<file path="src/rtl/uart_tx_fifo_pkg.sv">
// Shared UART definitions: transmitter FSM state encoding, the parity_mode
// field encoding and a small helper. The receiver imports the same package.
package uart_tx_fifo_pkg;

  typedef enum logic [2:0] {
    ST_IDLE   = 3'd0,
    ST_START  = 3'd1,
    ST_DATA   = 3'd2,
    ST_PARITY = 3'd3,
    ST_STOP   = 3'd4
  } tx_state_t;

  // 2'b11 is a second encoding of "no parity".
  typedef enum logic [1:0] {
    PAR_NONE  = 2'b00,
    PAR_EVEN  = 2'b01,
    PAR_ODD   = 2'b10,
    PAR_NONE2 = 2'b11
  } parity_mode_t;

  function automatic logic parity_enabled(input logic [1:0] mode);
    return (mode == PAR_EVEN) || (mode == PAR_ODD);
  endfunction

endpackage

</file>
<file path="src/rtl/uart_tx_fifo_sync_fifo.sv">
// sync_fifo: single-clock FIFO with occupancy count.
// Ports:
//   clk, reset_n       clock, async active-low reset (clears pointers/count)
//   push, wdata        write request and data; honoured when not full, or
//                      when full together with a pop on the same edge
//   pop, rdata         read request; rdata always shows the current head
//   full, empty, count occupancy status, count in 0..DEPTH
module sync_fifo #(
  parameter int WIDTH = 8,
  parameter int DEPTH = 4
) (
  input  logic                     clk,
  input  logic                     reset_n,
  input  logic                     push,
  input  logic                     pop,
  input  logic [WIDTH-1:0]         wdata,
  output logic [WIDTH-1:0]         rdata,
  output logic                     full,
  output logic                     empty,
  output logic [$clog2(DEPTH):0]   count
);

  localparam int AW = $clog2(DEPTH);

  logic [WIDTH-1:0] mem [DEPTH];
  logic [AW-1:0]    wr_ptr;
  logic [AW-1:0]    rd_ptr;
  logic [AW:0]      count_q;
  logic             do_push;
  logic             do_pop;

  assign empty   = (count_q == '0);
  assign full    = (count_q == (AW+1)'(DEPTH));
  assign do_pop  = pop && !empty;
  assign do_push = push && (!full || do_pop);
  assign rdata   = mem[rd_ptr];
  assign count   = count_q;

  // Storage carries no reset; only the pointers define what is valid.
  always_ff @(posedge clk) begin
    if (do_push) mem[wr_ptr] <= wdata;
  end

  // DEPTH is a power of two, so the pointers wrap by natural overflow.
  always_ff @(posedge clk or negedge reset_n) begin
    if (!reset_n) begin
      wr_ptr  <= '0;
      rd_ptr  <= '0;
      count_q <= '0;
    end else begin
      if (do_push) wr_ptr <= wr_ptr + AW'(1);
      if (do_pop)  rd_ptr <= rd_ptr + AW'(1);
      case ({do_push, do_pop})
        2'b10:   count_q <= count_q + (AW+1)'(1);
        2'b01:   count_q <= count_q - (AW+1)'(1);
        default: count_q <= count_q;
      endcase
    end
  end

endmodule

</file>
<file path="src/rtl/uart_tx_fifo.sv">
// uart_tx_fifo: UART transmitter fed by a small word FIFO.
// Ports:
//   clk, reset_n          clock, async active-low reset (aborts any frame)
//   in_data, in_valid     word offered; accepted when in_ready is also high
//   in_ready              FIFO not full
//   parity_mode, stop2    frame format, sampled when a word is loaded
//   tx                    registered serial line, idle high
//   busy                  frame in progress or words waiting
//   frame_done            high during the last cycle of the final stop bit
//   fifo_count            words buffered, not counting the one in the shifter
//
// state     | meaning
// ----------+------------------------------------------------------------
// ST_IDLE   | line high, waiting for the FIFO to become non-empty
// ST_START  | start bit (low)
// ST_DATA   | DATA_BITS data bits, LSB first
// ST_PARITY | parity bit, only when the latched mode is even or odd
// ST_STOP   | one or two stop bits (high)
module uart_tx_fifo
  import uart_tx_fifo_pkg::*;
#(
  parameter int DATA_BITS    = 8,
  parameter int CLKS_PER_BIT = 16,
  parameter int FIFO_DEPTH   = 4
) (
  input  logic                          clk,
  input  logic                          reset_n,
  input  logic [DATA_BITS-1:0]          in_data,
  input  logic                          in_valid,
  output logic                          in_ready,
  input  logic [1:0]                    parity_mode,
  input  logic                          stop2,
  output logic                          tx,
  output logic                          busy,
  output logic                          frame_done,
  output logic [$clog2(FIFO_DEPTH):0]   fifo_count
);

  localparam int CW = $clog2(CLKS_PER_BIT);
  localparam int BW = $clog2(DATA_BITS);
  localparam logic [CW-1:0] CYC_LAST = CW'(CLKS_PER_BIT - 1);
  localparam logic [BW-1:0] BIT_LAST = BW'(DATA_BITS - 1);

  tx_state_t            state, state_nxt;
  logic [CW-1:0]        cyc_cnt, cyc_nxt;
  logic [BW-1:0]        bit_cnt, bit_nxt;
  logic [DATA_BITS-1:0] shreg, sh_nxt;
  logic                 tx_q, tx_nxt;
  logic                 par_en, par_bit, stop2_q;
  logic                 push, pop;
  logic                 fifo_full, fifo_empty;
  logic [DATA_BITS-1:0] head;
  logic                 bit_end, last_stop;

  assign push = in_valid && in_ready;

  sync_fifo #(
    .WIDTH (DATA_BITS),
    .DEPTH (FIFO_DEPTH)
  ) u_fifo (
    .clk     (clk),
    .reset_n (reset_n),
    .push    (push),
    .pop     (pop),
    .wdata   (in_data),
    .rdata   (head),
    .full    (fifo_full),
    .empty   (fifo_empty),
    .count   (fifo_count)
  );

  assign bit_end   = (cyc_cnt == CYC_LAST);
  assign last_stop = !stop2_q || (bit_cnt == BW'(1));
  assign tx        = tx_q;

  // Frame format is captured together with the word so that mid-frame
  // changes on parity_mode/stop2 only affect later frames.
  always_ff @(posedge clk or negedge reset_n) begin
    if (!reset_n) begin
      state   <= ST_IDLE;
      cyc_cnt <= '0;
      bit_cnt <= '0;
      shreg   <= '0;
      tx_q    <= 1'b1;
      par_en  <= 1'b0;
      par_bit <= 1'b0;
      stop2_q <= 1'b0;
    end else begin
      state   <= state_nxt;
      cyc_cnt <= cyc_nxt;
      bit_cnt <= bit_nxt;
      tx_q    <= tx_nxt;
      if (pop) begin
        shreg   <= head;
        par_en  <= parity_enabled(parity_mode);
        par_bit <= (parity_mode == PAR_ODD) ? ~^head : ^head;
        stop2_q <= stop2;
      end else begin
        shreg   <= sh_nxt;
      end
    end
  end

  // tx_nxt is the level for the bit that begins on the coming edge, which
  // keeps tx a plain register that only moves at bit boundaries.
  always_comb begin
    state_nxt = state;
    cyc_nxt   = bit_end ? '0 : cyc_cnt + CW'(1);
    bit_nxt   = bit_cnt;
    sh_nxt    = shreg;
    tx_nxt    = tx_q;
    pop       = 1'b0;
    case (state)
      ST_IDLE: begin
        cyc_nxt = '0;
        bit_nxt = '0;
        tx_nxt  = 1'b1;
        if (!fifo_empty) begin
          pop       = 1'b1;
          tx_nxt    = 1'b0;
          state_nxt = ST_START;
        end
      end
      ST_START: begin
        if (bit_end) begin
          state_nxt = ST_DATA;
          bit_nxt   = '0;
          tx_nxt    = shreg[0];
        end
      end
      ST_DATA: begin
        if (bit_end) begin
          if (bit_cnt == BIT_LAST) begin
            bit_nxt = '0;
            if (par_en) begin
              state_nxt = ST_PARITY;
              tx_nxt    = par_bit;
            end else begin
              state_nxt = ST_STOP;
              tx_nxt    = 1'b1;
            end
          end else begin
            bit_nxt = bit_cnt + BW'(1);
            sh_nxt  = shreg >> 1;
            tx_nxt  = shreg[1];
          end
        end
      end
      ST_PARITY: begin
        if (bit_end) begin
          state_nxt = ST_STOP;
          bit_nxt   = '0;
          tx_nxt    = 1'b1;
        end
      end
      ST_STOP: begin
        if (bit_end) begin
          if (last_stop) begin
            bit_nxt = '0;
            if (!fifo_empty) begin
              pop       = 1'b1;
              tx_nxt    = 1'b0;
              state_nxt = ST_START;
            end else begin
              tx_nxt    = 1'b1;
              state_nxt = ST_IDLE;
            end
          end else begin
            bit_nxt = BW'(1);
          end
        end
      end
      default: begin
        state_nxt = ST_IDLE;
        tx_nxt    = 1'b1;
      end
    endcase
  end

  always_comb begin
    frame_done = (state == ST_STOP) && bit_end && last_stop;
    busy       = (state != ST_IDLE) || !fifo_empty;
    in_ready   = !fifo_full;
  end

endmodule

</file>
<file path="config.mk">
export PLATFORM = sky130hd
export DESIGN_NAME = uart_tx_fifo
export DESIGN_NICKNAME = d
export VERILOG_FILES = /design/src/rtl/uart_tx_fifo_pkg.sv /design/src/rtl/uart_tx_fifo_sync_fifo.sv /design/src/rtl/uart_tx_fifo.sv
export SDC_FILE = /design/constraint.sdc
export NUM_CORES = 1
export LEC_CHECK = 0
export BUFFER_PORTS_ARGS = -buffer_cell sky130_fd_sc_hd__buf_4
export CAP_MARGIN = 5
export CORE_UTILIZATION = 40
export DETAILED_ROUTE_END_ITERATION = 8
export PLACE_DENSITY_LB_ADDON = 0.15
export SYNTH_ARGS = -nofsm -noshare
export SYNTH_HDL_FRONTEND = slang
export SYNTH_SLANG_ARGS = --single-unit
</file>
<file path="constraint.sdc">
create_clock -name clk -period 7.2 [get_ports clk]
set_clock_uncertainty 0.1 [all_clocks]
set_input_delay 0.72 -clock clk [delete_from_list [all_inputs] [get_ports clk]]
set_output_delay 0.72 -clock clk [all_outputs]
set_load 0.01 [all_outputs]
</file>
# Yosys cells after proc, flatten, opt, wreduce, memory -nomap -nowiden
# Memories as Yosys holds them, arrays and structs flattened.
# Index checks and enable logic that the tools add are counted.
# W data, S select, Z words.
dict set report classes {
  add_sub_neg 6
  eq_ne 21
  mux 39
  n_reduce_logical 26
}
# operator n
set ops {}
lappend ops {{$mux W3} 12}
lappend ops {{$mux W8} 4}
lappend ops {{$mux W1} 16}
lappend ops {{$pmux W3 S5} 1}
lappend ops {{$ne A2 B2 Y1 const B} 7}
lappend ops {{$pmux W3 S4} 1}
lappend ops {{$eq A3 B3 Y1 const B} 3}
lappend ops {{$mux W4} 2}
lappend ops {{$reduce_xnor A8 Y1} 1}
lappend ops {{$reduce_xor A8 Y1} 1}
lappend ops {{$reduce_and A7 Y1} 1}
lappend ops {{$add A3 B1 Y3 const B} 2}
lappend ops {{$eq A3 B1 Y1 const B} 2}
lappend ops {{$eq A3 B2 Y1 const B} 2}
lappend ops {{$logic_not A3 Y1} 2}
lappend ops {{$pmux W3 S2} 1}
lappend ops {{$reduce_bool A2 Y1} 3}
lappend ops {{$logic_and A1 B1 Y1} 5}
lappend ops {{$pmux W1 S5} 1}
lappend ops {{$reduce_and A5 Y1} 1}
lappend ops {{$add A2 B1 Y2 const B} 2}
lappend ops {{$add A4 B1 Y4 const B} 1}
lappend ops {{$eq A2 B1 Y1 const B} 2}
lappend ops {{$eq A2 B2 Y1 const B} 2}
lappend ops {{11 further kinds} 17}
dict set report totals {
  ff_bits 29
  ram_bits 32
  inputBits 14
  output_inout_bits 7
  wordCells 104
  n_memories 1
}
# memory words width rd rd_clocked_by_memory_dff wr line
set memory_table {}
lappend memory_table {u_fifo.mem 4 8 1 0 1 uart_tx_fifo_sync_fifo.sv:25} ;# logic [WIDTH-1:0] mem [DEPTH];

# Logic depth before layout (Yosys ltp)
# Gate-level depths: netlist (run 1).
dict set report depth {
  ltp_word 10
  mapped_depth 12
  depth_no_buf 11
}

# Hierarchy
# A second synthesis (run 1) with hierarchy kept.
dict set report unflattened {
  hier_cells 222
  hier_area_um2 2992.9
}
# module n_inst cells_each area_each_um2 seq_area_each_um2
set by_module_without_submodules {}
lappend by_module_without_submodules {sync_fifo 1 94 1669.1 1136.1}
lappend by_module_without_submodules {uart_tx_fifo 1 128 1323.8 551.8}

# Worst setup path after synthesis (run 1)
# Ideal clock, no wire load.
dict set report synth_path {
  kind {register -> register}
  startpoint {register cyc_cnt[0]}
  endpoint {register u_fifo.count_q[2] (netlist: u_fifo.count[2])}
  setup_ns 0.079
  arrival_time_ns 2.674
  required_time_ns 7.021
  slack_ns 4.346
  path_stages_with_launch 13
  n_path_buf 2
  synth_period_minus_slack_ns 2.854
  cell_sequence {dfrtp_1 -> ha_1 -> and3_1 -> clkbuf_2 -> o21ai_1 -> a2111oi_4 -> buf_2 -> ha_1 -> inv_1 -> fa_1 -> xor2_1 -> nor2_1 -> xor2_1}
}
dict set report synth_via {
  elab_chain_cells 8
  word_cells_on_any_way 10
  classes_between {eq/ne (3); mux (3); reduce/logical (4)}
}
# item line
set synth_lines {}
lappend synth_lines {{from (decl)} uart_tx_fifo.sv:45} ;# logic [CW-1:0] cyc_cnt, cyc_nxt;
lappend synth_lines {{from (signal assigned)} uart_tx_fifo.sv:90} ;# cyc_cnt <= cyc_nxt;
lappend synth_lines {{$eq A4 B4 Y1 *} uart_tx_fifo.sv:72} ;# assign bit_end = (cyc_cnt == CYC_LAST);
lappend synth_lines {{$mux W1 *} uart_tx_fifo.sv:157} ;# if (bit_end) begin
lappend synth_lines {{$pmux W1 S2 *} uart_tx_fifo.sv:113} ;# case (state)
lappend synth_lines {{$logic_and A1 B1 Y1 *} uart_tx_fifo_sync_fifo.sv:34} ;# assign do_pop = pop && !empty;
lappend synth_lines {{net u_fifo.do_pop} uart_tx_fifo_sync_fifo.sv:30} ;# logic do_pop;
lappend synth_lines {{$logic_or A1 B1 Y1} uart_tx_fifo_sync_fifo.sv:35} ;# assign do_push = push && (!full || do_pop);
lappend synth_lines {{$logic_and A1 B1 Y1} uart_tx_fifo_sync_fifo.sv:35}
lappend synth_lines {{$eq A2 B1 Y1 or $eq A2 B2 Y1 (tied branches)} uart_tx_fifo_sync_fifo.sv:53} ;# case ({do_push, do_pop})
lappend synth_lines {{$pmux W3 S2 or $reduce_bool A2 Y1 (tied branches)} --}
lappend synth_lines {{to (signal assigned)} uart_tx_fifo_sync_fifo.sv:54} ;# 2'b10: count_q <= count_q + (AW+1)'(1);
lappend synth_lines {{to (signal assigned)} uart_tx_fifo_sync_fifo.sv:55} ;# 2'b01: count_q <= count_q - (AW+1)'(1);
lappend synth_lines {{to (signal assigned)} uart_tx_fifo_sync_fifo.sv:56} ;# default: count_q <= count_q;
lappend synth_lines {{to (decl)} uart_tx_fifo_sync_fifo.sv:28} ;# logic [AW:0] count_q;
# Mark *: on every way through the listed nets, which the timed path passes. The rest lies on a longest branch.
# A chain may end at the register's enable or synchronous reset.

# Worst setup path after layout (run 1)
dict set report layout_path {
  startpoint {register cyc_cnt[0]}
  endpoint {register u_fifo.count_q[2] (netlist: u_fifo.count[2])}
}
dict set report layout_via {
  elab_chain_cells 8
  word_cells_on_any_way 10
  classes_between {eq/ne (3); mux (3); reduce/logical (4)}
}
# item line
set layout_lines {}
lappend layout_lines {{$eq A4 B4 Y1 *} uart_tx_fifo.sv:72}
lappend layout_lines {{$mux W1 *} uart_tx_fifo.sv:157}
lappend layout_lines {{$pmux W1 S2 *} uart_tx_fifo.sv:113}
lappend layout_lines {{$logic_and A1 B1 Y1 *} uart_tx_fifo_sync_fifo.sv:34}
lappend layout_lines {{$logic_or A1 B1 Y1} uart_tx_fifo_sync_fifo.sv:35}
lappend layout_lines {{$logic_and A1 B1 Y1} uart_tx_fifo_sync_fifo.sv:35}
lappend layout_lines {{$eq A2 B1 Y1 or $eq A2 B2 Y1 (tied branches)} uart_tx_fifo_sync_fifo.sv:53}
lappend layout_lines {{$pmux W3 S2 or $reduce_bool A2 Y1 (tied branches)} --}
# Mark *: on every way between the ends. The rest lies on a longest branch, timed or not.

==> results by group, run 1 <==
Worst setup path
  • Worst Path Max Fanout: 24
  • Critical R2R Launch: cyc_cnt[0]$_DFF_PN0_
  • CP cell instances: ha_1 -> and3_1 -> o21ai_1 -> a2111oi_4 -> ha_1 -> inv_1 -> fa_1 -> xor2_1 -> nor2_1 -> xor2_1
  • Worst Setup Start Kind: flip-flop
  • Worst setup EP type: flip-flop
  • Reg-to-Reg End: u_fifo.count[2]$_DFFE_PN0P_
  • Crit path from: cyc_cnt[0]$_DFF_PN0_
  • Worst path top cell family by delay: compound AO/OA/AOI/OAI gates
  • Slowest CP cell: a2111oi_4
  • WP depth: 10
  • Worst R2R Setup Slack: 3.61 ns
  • Critical Path RT: about 7.4 ns
  • Worst EP arrival: 3.74 ns
  • Crit path largest cell delay: around 1.1 ns
  • Buffers plus inverters on the worst setup path: 1
  • Setup Crit Path Kind: reg2reg
  • Depth of the worst register-to-register path: 10

Detailed routing
  • Routed vias/inst: 4.85
  • # DRC: 0
  • DRT Pass-1 Iters: 4
  • Final wirelength: approximately 4.6 mm
  • Routed vias: around 1.6k
  • Routed length per instance: 13.9 µm
  • Antenna-violating nets left: 0
  • Iteration-0 DRC Markers: 96

Yosys
  • #FFs+latches synth: 61
  • Top-area cell type share of the netlist area: 0.340
  • Mapped Nets: 231
  • Post-synth EDFFs: 32
  • Yosys cell types: 41
  • Yosys top cell by area: edfxtp_1
  • Cells after Synth: around 200
  • Avg Cell Area, Syn: approximately 14 µm²
  • Top cells by instance count after synthesis: edfxtp_1, dfrtp_1, nand2_1
  • Syn Std Cell Area: ~2800 µm²
  • Asr flop ratio synth: 0.475
  • Yosys warns: 0
  • Register area share after synthesis: 0.597
  • Top post-synthesis cells by area: edfxtp_1, dfrtp_1, ha_1
  • Most frequent cell after synthesis: edfxtp_1
  • Main synth FF type: edfxtp_1

Cells and area
  • Antenna diodes: 0
  • Fillers: 606
  • Final nets: approximately 250
  • Layout cells sized above 1: 0.202
  • Non-filler instance count after layout: ~330
  • Final Cell Area: 3230 µm²
  • Post-Route Utilization: 0.475
  • Area delta synth->final: 14.1%

Timing
  • Slew margin rel.: 0.173
  • Post-route setup TNS: 0 ns
  • Hold Fails Final Rpt: 0
  • Final period utilization: 0.498
  • Worst slew pin tran: roughly 1.2 ns
  • Peak Freq: approximately 280 MHz
  • RSZ-0062 raised after global routing: no
  • Slew Viols, Final: 0
  • Minimum clock period: 3.59 ns
  • Final setup violation count: 0

Floorplan
  • Core area: between 6000 and 7000 µm²
  • Num rows: 30
  • Die Y: 86.1 µm
  • Die width: between 80 and 90 µm
  • I/O pin count: 21
  • Starting Density: 0.416
  • Die Footprint: about 7400 µm²

Place
  • Dpl cell area: between 3000 and 4000 µm²
  • GPL Wtd Cong: 0.779
  • IO Port Bufs: 20
  • DP HPWL: between 3 and 4 mm
  • Placed cell count: 313

CTS
  • Skew-Pair Late Insertion Delay: approximately 0.33 ns
  • TritonCTS Buffers: 9
  • Post-CTS Setup Inserts: 0
  • Clock buffer depth: 2
  • Root Buffer: clkbuf_8
  • Clock sinks: slightly above 60
  • Clock tree from TritonCTS: done
  • CTS clk-pin slew, worst paths: roughly 0.070 ns
  • Post-CTS Resized: 0
  • Hold Buf Count CTS: 0
  • H-tree depth: 3

Run status
  • Status: complete, no violations

Global routing
  • Vias in the first global route: approximately 1.6k
  • Largest net degree at the start of global routing: 30
  • Global-route wire length before repair: about 7.6 mm
  • Antenna violations before repair: 0
  • Total GRT Usage: 0.138
  • Gr ovfl total: 0

Power and ir drop
  • Pleak: 1.35 nW
  • Power density cells: between 200 and 300 nW/µm²
  • Maximum resistive drop on vdd: 0.135 mV

Job
  • Number of max-cap violations: 0

Min path
  • HP Class: in2async
[worst max-delay path by stage]
| stage | endpoint | slack (ns) |
|---|---|---|
| CTS | u_fifo.count[2]$_DFFE_PN0P_ | 3.62 |
| global placement | u_fifo.count[2]$_DFFE_PN0P_ | 3.73 |
| detailed placement | u_fifo.count[2]$_DFFE_PN0P_ | 3.62 |
| global route | u_fifo.count[2]$_DFFE_PN0P_ | 3.33 |
| finish | u_fifo.count[2]$_DFFE_PN0P_ | 3.61 |
| floorplan | u_fifo.count[2]$_DFFE_PN0P_ | 4.35 |
[cells in the final DEF (no fill, tap or decap), types with 2 or more instances in the layout]
cell type / n
clkinv_2: 2
inv_1: 12
xnor2_1: 8
mux2i_1: 9
nor2_1: 12
o21ai_0: 12
xor2_1: 5
mux4_1: 4
nand3_1: 3
nor3_1: 6
edfxtp_1: 32
clkbuf_8: 9
mux2_2: 2
clkinv_4: 4
nand2_1: 15
nor2b_1: 2
mux4_2: 4
o221ai_1: 2
ha_1: 10
o32ai_1: 2
buf_4: 20
dfrtp_1: 28
a21oi_1: 7
and3_1: 5
nand3b_1: 2
[report_power, final]
part / internal (W) / switching, W
Sequential: 0.000424 / 0.0000221
Clock: 0.000126 / 0.000139
Combinational: 0.0000760 / 0.0000864
[routing by layer]
layer | track usage | routed length, µm
met1 | 0.191 | 2280
met5 | 0 | 0
met2 | 0.203 | 2100
met3 | 0.0414 | 159
met4 | 0.0591 | 40
[per-stage QoR]
stage                     hold slack [ns]  total power, W  worst slack, ns
after floorplan                     0.324        0.000561             4.35
after global placement              0.360        0.000621             3.73
after detailed placement            0.363        0.000620             3.62
after CTS                           0.203        0.000886             3.62
after global routing                0.217        0.000922             3.33
final                               0.198        0.000872             3.61
[worst reg2reg max path, stage by stage (launching register included)]
cell and delay [ns]:
dfrtp_1 0.37, ha_1 0.20, and3_1 0.32, o21ai_1 0.19
a2111oi_4 1.14, ha_1 0.35, inv_1 0.06, fa_1 0.37
xor2_1 0.15, nor2_1 0.11, xor2_1 0.15
[state kept, by name (all words and copies together), names as in the netlist, 2 cells and up]
| register | flops |
|---|---|
| u_fifo.mem | 32 |
| shreg | 8 |
| cyc_cnt | 4 |
| bit_cnt | 3 |
| state | 3 |
| u_fifo.count | 3 |
| u_fifo.rd_ptr | 2 |
| u_fifo.wr_ptr | 2 |
[cell families after synthesis]
family | count (synthesis) | synth area share
AOI/OAI and AO/OA | 31 | 0.0757
buffers and inverters | 21 | 0.0332
xor gates and xnor gates | 15 | 0.0540
DFF | 61 | 0.597
and+or+nand+nor | 48 | 0.0801
adders and majority gates | 11 | 0.0513
muxes | 19 | 0.109
[layout make-up]
type | count | area (µm²) | share of cell area
clock buffer | 9 | 124 | 0.0384
multi-input combinational | 124 | 1050 | 0.324
sequential | 61 | 1690 | 0.523
timing repair buffer | 20 | 150 | 0.0465
inverter | 12 | 45.0 | 0.0140
clock inverter | 7 | 52.6 | 0.0163
tap | 96 | 120 | 0.0372
(Power assumes the default switching activity.)
==> inputs of run 2 (changes only) <==
- clock period: 7.2 -> 3.29 ns (I/O delays scaled with it)
==> run 2 against run 1 <==
Compared with the run above: cell count increased by 0.91%; worst hold slack worse by 0.11 ns; via count barely moved; non-clock buffer count up 3; maximum frequency grew 31%; worst setup slack lost 3.1 ns; critical path depth is the same; die area unchanged; largest power group unchanged.
==> results by group, run 2 (synthesis gave the netlist of run 1 again) <==
Cells and area
  • Reg with most FFs: u_fifo.mem
  • Final nets: between 200 and 300
  • Post-Route Utilization: 0.478
  • Area delta synth->final: 14.9%
  • Antenna diodes: 0
  • Commonest cells after routing, fill and taps aside: edfxtp_1, dfrtp_1, buf_4
  • Layout cells sized above 1: 0.208
  • Commonest non-fill, non-tap cell in the layout: edfxtp_1
  • Top Registers: u_fifo.mem: 32 flops, shreg: 8 flops, cyc_cnt: 4 flops
  • Max reg flops: 32

CTS
  • Clock sinks: 61
  • Clock tree from TritonCTS: done
  • H-tree depth: 3
  • Clock buffer depth: 2
  • Root Buffer: clkbuf_8
  • CTS clk-pin slew, worst paths: ~0.08 ns
  • Skew-Pair Late Insertion Delay: between 0.3 and 0.4 ns
  • TritonCTS Buffers: 9
  • Post-CTS Setup Inserts: 0

Worst setup path
  • Setup Crit Path Kind: reg2reg
  • Slowest CP cell: a2111oi_4
  • CP cell instances: ha_1 -> and3_1 -> o21ai_1 -> a2111oi_4 -> ha_1 -> inv_1 -> fa_1 -> xor2_1 -> nor2_1 -> xor2_1
  • Critical Path RT: roughly 3.5 ns
  • Worst Setup Start Kind: flip-flop
  • Worst path top cell family by delay: adder cells
  • Crit path largest cell delay: 0.40 ns
  • Worst setup EP type: flip-flop
  • Worst Path Max Fanout: 8
  • Buffers plus inverters on the worst setup path: 1
  • Worst EP arrival: between 2 and 3 ns

Timing
  • Final period utilization: 0.832
  • Hold Fails Final Rpt: 0
  • Peak Freq: about 370 MHz
  • Post-route setup TNS: 0 ns
  • Slew Viols, Final: 0
  • Worst slew pin tran: around 0.54 ns
  • Final setup violation count: 0
  • Minimum clock period: 2.74 ns
  • Slew margin rel.: 0.638
  • RSZ-0062 raised after global routing: no

Global routing
  • Global-route wire length before repair: between 7 and 8 mm
  • Antenna violations before repair: 0
  • Total GRT Usage: 0.143
  • Gr ovfl total: 0
  • Vias in the first global route: between 1.5k and 2k
  • Largest net degree at the start of global routing: 30

Floorplan
  • I/O pin count: 21
  • Die Footprint: approximately 7400 µm²
  • Num rows: 30
  • Die Y: 86.1 µm
  • Die width: 86.1 µm
  • Starting Density: 0.416
  • Core area: between 6000 and 7000 µm²

Detailed routing
  • DRT Pass-1 Iters: 4
  • Routed vias: approximately 1.6k
  • Iteration-0 DRC Markers: 60
  • Routed length per instance: 14.0 µm
  • Routed vias/inst: 4.81
  • # DRC: 0
  • Final wirelength: about 4.6 mm
  • Antenna-violating nets left: 0

Power and ir drop
  • Maximum resistive drop on vdd: approximately 0.28 mV
  • Pleak: 1.36 nW
  • Power density cells: between 500 and 600 nW/µm²

Place
  • IO Port Bufs: 20
  • GPL Wtd Cong: 0.818
  • DP HPWL: approximately 3.2 mm

Job
  • Number of max-cap violations: 0

Run status
  • Status: complete, no violations

Min path
  • HP Class: in2reg
-- run 2: changes by cell type in the layout (fill, tap and decap cells not counted), sizes merged --
cell	delta
buf	+2
inv	+1
clkinv	-2
clkinvlp	+1
dlygate4sd3	+1
-- run 2: final cells by class --
cell class              instances  area (µm²)
well taps                      96         120
clock buffers                   9         124
repair buffers                 23         175
fillers                       605        3540
clock inverters                 7        51.3
flip-flops and latches         61        1690
multi-input cells             124        1050
inverters                      12        45.0
-- run 2: what timing repair did --
action | CTS | global route
resized for setup | 0 | 0
endpoints found under the hold margin | 28 | 0
hold buffers | 1 | 0
endpoints found under the setup margin | 0 | 0
-- run 2: per-layer routing --
metal | wire, µm | track usage | share of wire
met2 | 2040 | 0.202 | 0.44
met4 | 98 | 0.0773 | 0.021
met1 | 2340 | 0.200 | 0.50
met5 | 0 | 0 | 0
met3 | 171 | 0.0414 | 0.037
-- run 2: where the power goes --
group | internal [W] | leakage (nW) | switching [W]
logic | 0.000175 | 0.630 | 0.000193
clock network | 0.000275 | 0.0856 | 0.000315
registers | 0.000927 | 0.648 | 0.0000473
-- run 2: per-stage QoR --
step | power [W] | cells | instance area [µm²] | setup WS (ns) | hold slack (ns)
after floorplan | 0.00123 | 206 | 2830 | 0.436 | -0.0666
after global placement | 0.00137 | 315 | 3060 | 0.638 | 0.179
after global routing | 0.00204 | 332 | 3250 | 0.311 | 0.0750
final | 0.00193 | 332 | 3250 | 0.552 | 0.0904
after CTS | 0.00196 | 332 | 3250 | 0.528 | 0.0766
after detailed placement | 0.00137 | 315 | 3060 | 0.523 | 0.181
-- run 2: worst paths after layout --
kind | start | endpoint | slack, ns | cells after the start
worst max-delay path | cyc_cnt[0]$_DFF_PN0_ | u_fifo.count[2]$_DFFE_PN0P_ | 0.55 | 10
worst min register to register | cyc_cnt[0]$_DFF_PN0_ | cyc_cnt[0]$_DFF_PN0_ | 0.38 | 1
worst min-delay path | in_data[4] | u_fifo.mem[0][4]$_DFFE_PP_ | 0.09 | 1
max in group asynchronous | reset_n | tx$_DFFE_PN1P_ | 2.43 | 2
worst max register to register | cyc_cnt[0]$_DFF_PN0_ | u_fifo.count[2]$_DFFE_PN0P_ | 0.55 | 10
min in group asynchronous | reset_n | shreg[3]$_DFFE_PN0P_ | 0.36 | 2
